File: config.mk
export PLATFORM = sky130hd
export DESIGN_NAME = icb_regbank_sram_slave
export DESIGN_NICKNAME = d
export VERILOG_FILES = /design/src/rtl/icb_regbank_sram_slave.sv
export SDC_FILE = /design/constraint.sdc
export NUM_CORES = 1
export LEC_CHECK = 0
export BUFFER_PORTS_ARGS = -buffer_cell sky130_fd_sc_hd__buf_2
export CORE_AREA = 2 2 277 279
export CTS_CLUSTER_DIAMETER = 200
export CTS_CLUSTER_SIZE = 16
export DETAILED_ROUTE_END_ITERATION = 7
export DIE_AREA = 0 0 279 281
export PLACE_DENSITY = 0.43
export SETUP_SLACK_MARGIN = 0.4
export SYNTH_ARGS = -nofsm -noshare
export SYNTH_HDL_FRONTEND = slang
export SYNTH_SLANG_ARGS = --single-unit
File: constraint.sdc
create_clock -name clk -period 10.9 [get_ports clk]
set_clock_uncertainty 0.05 [all_clocks]
set_input_delay 0.545 -clock clk [delete_from_list [all_inputs] [get_ports clk]]
set_output_delay 0.545 -clock clk [all_outputs]
set_load 0.05 [all_outputs]
File: src/rtl/icb_regbank_sram_slave.sv
// ICB slave exposing NREG 32-bit control/status registers and an SRAM window.
// Responses flow through a one-cycle stage (s1) and an in-order FIFO. The FIFO
// reserves a slot for every accepted command, so backpressure on the response
// channel can never drop a response.
module icb_regbank_sram_slave #(
  parameter int unsigned     NREG      = 8,
  parameter logic [NREG-1:0] RO_MASK   = '0,
  parameter int unsigned     SRAM_AW   = 13,
  parameter int unsigned     SEL_BIT   = 15,
  parameter int unsigned     RSP_DEPTH = 2
) (
  input  logic                 clk,
  input  logic                 rst,
  input  logic                 icb_cmd_valid,
  output logic                 icb_cmd_ready,
  input  logic                 icb_cmd_read,
  input  logic [31:0]          icb_cmd_addr,
  input  logic [31:0]          icb_cmd_wdata,
  input  logic [3:0]           icb_cmd_wmask,
  output logic                 icb_rsp_valid,
  input  logic                 icb_rsp_ready,
  output logic [31:0]          icb_rsp_rdata,
  output logic                 icb_rsp_err,
  output logic [NREG*32-1:0]   reg_q,
  output logic [NREG-1:0]      reg_wr_pulse,
  input  logic [NREG*32-1:0]   hw_rd_data,
  output logic                 sram_en,
  output logic                 sram_we,
  output logic [3:0]           sram_wmask,
  output logic [SRAM_AW-1:0]   sram_addr,
  output logic [31:0]          sram_wdata,
  input  logic [31:0]          sram_rdata
);

  localparam int unsigned PtrW = (RSP_DEPTH > 1) ? $clog2(RSP_DEPTH) : 1;
  localparam int unsigned CntW = $clog2(RSP_DEPTH + 1);

  logic [NREG*32-1:0] regs_q, regs_d;
  logic [NREG-1:0]    pulse_q, pulse_d;
  logic               s1_valid_q, s1_valid_d;
  logic [31:0]        s1_rdata_q, s1_rdata_d;
  logic               s1_err_q, s1_err_d;
  logic               s1_sram_rd_q, s1_sram_rd_d;
  logic [31:0]        fifo_rdata_q [RSP_DEPTH];
  logic [31:0]        fifo_rdata_d [RSP_DEPTH];
  logic               fifo_err_q [RSP_DEPTH];
  logic               fifo_err_d [RSP_DEPTH];
  logic [PtrW-1:0]    wr_ptr_q, wr_ptr_d, rd_ptr_q, rd_ptr_d;
  logic [CntW-1:0]    count_q, count_d;

  logic        accept, sel_sram, dec_hit, dec_ro, cmd_err, push, pop;
  logic [3:0]  reg_idx;
  logic [31:0] dec_rdata, push_rdata;
  logic [CntW:0] outstanding;
  logic        unused_bits;

  // Slots already promised (stage 1 plus FIFO) bound acceptance; registered state only.
  assign outstanding   = {1'b0, count_q} + {{CntW{1'b0}}, s1_valid_q};
  assign icb_cmd_ready = outstanding < (CntW + 1)'(RSP_DEPTH);
  assign accept        = icb_cmd_valid & icb_cmd_ready;
  assign sel_sram      = icb_cmd_addr[SEL_BIT];
  assign reg_idx       = icb_cmd_addr[5:2];
  assign unused_bits   = ^{icb_cmd_addr, hw_rd_data};

  // Register decode: hit/RO flags and the read value for the addressed register.
  always_comb begin
    dec_hit   = 1'b0;
    dec_ro    = 1'b0;
    dec_rdata = '0;
    for (int unsigned i = 0; i < NREG; i++) begin
      if (reg_idx == 4'(i)) begin
        dec_hit   = 1'b1;
        dec_ro    = RO_MASK[i];
        dec_rdata = RO_MASK[i] ? hw_rd_data[32*i +: 32] : regs_q[32*i +: 32];
      end
    end
  end

  assign cmd_err = ~sel_sram & (~dec_hit | (~icb_cmd_read & dec_ro));

  // Byte-masked register writes and the one-cycle write pulse.
  always_comb begin
    regs_d  = regs_q;
    pulse_d = '0;
    if (accept && !sel_sram && !icb_cmd_read && !cmd_err) begin
      for (int unsigned i = 0; i < NREG; i++) begin
        if (reg_idx == 4'(i)) begin
          pulse_d[i] = 1'b1;
          for (int unsigned b = 0; b < 4; b++) begin
            if (icb_cmd_wmask[b]) regs_d[32*i + 8*b +: 8] = icb_cmd_wdata[8*b +: 8];
          end
        end
      end
    end
  end

  // Stage 1 captures the response of the command accepted this cycle.
  always_comb begin
    s1_valid_d   = accept;
    s1_err_d     = accept & cmd_err;
    s1_sram_rd_d = accept & sel_sram & icb_cmd_read;
    s1_rdata_d   = (accept && !sel_sram && icb_cmd_read && !cmd_err) ? dec_rdata : '0;
  end

  // SRAM strobes are live only in the accept cycle.
  always_comb begin
    sram_en    = accept & sel_sram;
    sram_we    = sram_en & ~icb_cmd_read;
    sram_wmask = sram_en ? icb_cmd_wmask : '0;
    sram_addr  = sram_en ? icb_cmd_addr[SRAM_AW+1:2] : '0;
    sram_wdata = sram_en ? icb_cmd_wdata : '0;
  end

  // Response FIFO next state; simultaneous push and pop leave the count unchanged.
  always_comb begin
    push         = s1_valid_q;
    pop          = icb_rsp_valid & icb_rsp_ready;
    push_rdata   = s1_sram_rd_q ? sram_rdata : s1_rdata_q;
    fifo_rdata_d = fifo_rdata_q;
    fifo_err_d   = fifo_err_q;
    wr_ptr_d     = wr_ptr_q;
    rd_ptr_d     = rd_ptr_q;
    count_d      = count_q;
    if (push) begin
      fifo_rdata_d[wr_ptr_q] = push_rdata;
      fifo_err_d[wr_ptr_q]   = s1_err_q;
      wr_ptr_d = (wr_ptr_q == PtrW'(RSP_DEPTH - 1)) ? '0 : wr_ptr_q + PtrW'(1);
    end
    if (pop) begin
      rd_ptr_d = (rd_ptr_q == PtrW'(RSP_DEPTH - 1)) ? '0 : rd_ptr_q + PtrW'(1);
    end
    if (push && !pop)      count_d = count_q + CntW'(1);
    else if (!push && pop) count_d = count_q - CntW'(1);
  end

  // Response outputs from the FIFO head; zero when empty.
  always_comb begin
    icb_rsp_valid = (count_q != '0);
    icb_rsp_rdata = icb_rsp_valid ? fifo_rdata_q[rd_ptr_q] : '0;
    icb_rsp_err   = icb_rsp_valid & fifo_err_q[rd_ptr_q];
  end

  assign reg_q        = regs_q;
  assign reg_wr_pulse = pulse_q;

  // Control state with asynchronous reset; reset discards all pending responses.
  always_ff @(posedge clk or posedge rst) begin
    if (rst) begin
      regs_q       <= '0;
      pulse_q      <= '0;
      s1_valid_q   <= 1'b0;
      s1_rdata_q   <= '0;
      s1_err_q     <= 1'b0;
      s1_sram_rd_q <= 1'b0;
      wr_ptr_q     <= '0;
      rd_ptr_q     <= '0;
      count_q      <= '0;
    end else begin
      regs_q       <= regs_d;
      pulse_q      <= pulse_d;
      s1_valid_q   <= s1_valid_d;
      s1_rdata_q   <= s1_rdata_d;
      s1_err_q     <= s1_err_d;
      s1_sram_rd_q <= s1_sram_rd_d;
      wr_ptr_q     <= wr_ptr_d;
      rd_ptr_q     <= rd_ptr_d;
      count_q      <= count_d;
    end
  end

  // FIFO storage needs no reset: entries are only read while counted valid.
  always_ff @(posedge clk) begin
    fifo_rdata_q <= fifo_rdata_d;
    fifo_err_q   <= fifo_err_d;
  end

endmodule

==> summary.txt <==
Status
  • Status: completed

Clocking
  • Post-CTS Resized: 0
  • CTS tree: built
  • Num CTS Buffers: 27
  • Sink Count: 369
  • Worst-path clk slew: 90 ps
  • Setup Buffers After CTS: 0
  • Clk_lat worst skew: about 600 ps
  • Clock Tree Buf Depth: 3
  • # hold bufs at CTS: 0
  • Deepest level of the CTS H-tree: 1
  • Root Driver: clkbuf_16

Final layout
  • Syn-to-layout area delta: 24.6%
  • Core Util, Final: 0.273
  • Fillers: 7,913
  • Fraction of layout cells with a size suffix above 1: 0.506
  • Nets: 1,986
  • Most frequent cells in the layout: buf_2, mux2_2, dfrtp_1
  • Most common cell after layout, fill and taps aside: buf_2

Die
  • Num ports: just over 700
  • Die H: 281 um
  • Core area: 75,400 sq um
  • Cell Rows: 101
  • Die ar.: 78,400 sq um
  • Die width: 279 um
  • Initial Util: 0.219

Critical path
  • Worst Path Arrival: 3080 ps
  • Worst Path Buf+Inv: 3
  • Worst Setup Path Type: flop to output pin
  • Critical-path cell list: a21o_1 -> inv_1 -> and3_2 -> buf_4 -> and2_1 -> buf_2
  • RR Startpoint: push
  • CP Capture Type: output pin
  • Critical-path top delay cell: and3_2
  • Critical Path Start: push
  • Family with the most delay on the worst path: buffers and inverters
  • CP max FO: 27
  • Worst path required time: 10,310 ps
  • CP max stage delay: roughly 520 ps
  • Startpoint types: flop

Drt
  • Via Count: 11,600
  • Drt total wl: 68.7 mm
  • Routed Antenna Nets: 0
  • Per-cell routed wire length: 26.3 um
  • Via density: 4.45
  • TritonRoute pass-1 iters: 5
  • DR DRC count: 0
  • Iteration-0 DRC count of the detailed router: ~550

Timing
  • Final Hold Fails: 0
  • Fmax: 272 MHz
  • Fin Hold WS: 68.1 ps
  • Pin slew with the least headroom to its limit: between 1000 and 1500 ps
  • Setup TNS: 0 ps
  • RSZ-0062 raised after global routing: no
  • Fin crit period: ~3700 ps
  • Slew Limit Fails: 0
  • Final Setup Violations: 0
  • Final period util: 0.338
  • Relative slew slack: 0.236

Global route
  • GRT Overall Usage: 0.170
  • First-pass GRT wire length: 95.3 mm
  • Gr ovfl total: 0
  • Largest net degree at the start of global routing: 121
  • Number of global-route vias before repair: 12,100
  • Initial antenna violation count: 21

Place
  • DP HPWL: 50.3 mm
  • IO buf count: 436
  • GPL Wtd Cong: 0.787

Flow run
  • Maxcap violations: 0

Power and ir drop
  • Leakage power: 10.5 nW
  • Power Density: 181 nW/um^2
  • VDD IR max: 0.102 mV

Synth
  • Post-Syn Instances: about 1,200
  • Unique masters post-synth: 41
  • Post-synthesis register bit count: 369
  • Net count of the mapped netlist: 1,572
  • Mapped Area: between 15,000 and 20,000 sq um
  • YS warnings: 0
  • Syn avg cell area: 13.6 sq um
  • Sequential share of the synthesized area: 0.579

Min path
  • HP Class: input port to asynchronous set/reset pin
## worst reg2reg max path: stages (launching register included)
cell and delay [ps]:
dfrtp_1 440, a21o_1 360, nor4_2 660, and3_1 770, mux2_2 420
## cell type report
cell class / instances / area [sq um] / share of cell area
timing repair buffer: 451 / 2310 / 0.112
clock inverter: 1 / 16.3 / 0.000791
antenna: 3 / 7.51 / 0.000365
clock buffer: 38 / 717 / 0.0349
tap: 978 / 1220 / 0.0595
multi-input combinational: 770 / 6690 / 0.326
sequential: 369 / 9570 / 0.465
inverter: 5 / 26.3 / 0.00128
## path summary, 6_finish.rpt
check	endpoint	slack, ps	cells after the start
max in group asynchronous	reg_q[139]	9140	3
min	reg_q[24]	70	2
max reg2reg	reg_q[195]	8050	4
min in group clk	s1_err_q	210	2
max	sram_wdata[23]	7220	6
min reg2reg	fifo_err_q[1]	440	0
## routing by layer
metal  wire length [um]  up-vias  GRT usage  share of wire
met3               6400       52     0.0621          0.093
met1              32400     5930      0.239           0.47
li1                   -     5195          -              -
met2              28700      449      0.252           0.42
met5                 59        -          0        0.00086
met4               1150       10     0.0289          0.017
## state kept, by name, indices dropped and copies added, names as in the netlist
signal and count:
reg_wr_pulse 8, s1_err_q 1, s1_rdata_q 32, wr_ptr_q 1, s1_sram_rd_q 1, rd_ptr_q 1, push 1, reg_q 256
fifo_err_q 2, count_q 2, fifo_rdata_q 64
## through the flow
stage / instances / cell area (sq um) / total power, mW / worst slack (ps)
5_1_grt: 2612 / 20600 / 3.89 / 7020
3_3_place_gp: 2573 / 19800 / 2.79 / 7630
4_1_cts: 2612 / 20600 / 3.78 / 7050
3_5_place_dp: 2573 / 19800 / 2.80 / 7630
2_1_floorplan: 1210 / 16500 / 2.43 / 1930
6_report: 2615 / 20600 / 3.72 / 7220
## report_power, final
part           total, mW  internal [mW]  switching, mW
combinational       1.14          0.266          0.873
sequential          1.60           1.52         0.0818
clock              0.975          0.456          0.519
## cell usage after synthesis, drive strengths merged
library cell    n  area [sq um]
a21o            1          7.51
a21oi          35           175
a221oi         29           254
and2           63           394
and3           10          62.6
buf            25           140
clkbuf         41           154
clkinv          1          3.75
dfrtp         303          7580
edfxtp         66          1980
ha              1          12.5
inv             4          15.0
mux2          318          3580
mux2i          99           991
nand2          47           221
nand2b          4          25.0
nand3           3          15.0
nand3b          2          15.0
nand4b          3          26.3
nor2           82           308
nor2b           4          25.0
nor3            9          83.8
nor3b           4          30.0
nor4            5          31.3
o21ai          18          90.1
o2bb2ai        18           158
o31ai           1          7.51
or2             1          6.26
or3             3          18.8
or3b            1          8.76
or4b            4          40.0
xnor2           2          17.5
xor2            3          26.3
## cells by family after synthesis
group,Yosys count,share of synthesized area
AOI/OAI and AO/OA,102,0.0419
muxes,417,0.277
xor gates and xnor gates,5,0.00265
and+or+nand+nor,245,0.0794
buffers and inverters,71,0.0189
adders and majority gates,1,0.000758
DFF,369,0.579
No activity file was read; power rests on OpenSTA's default activity.
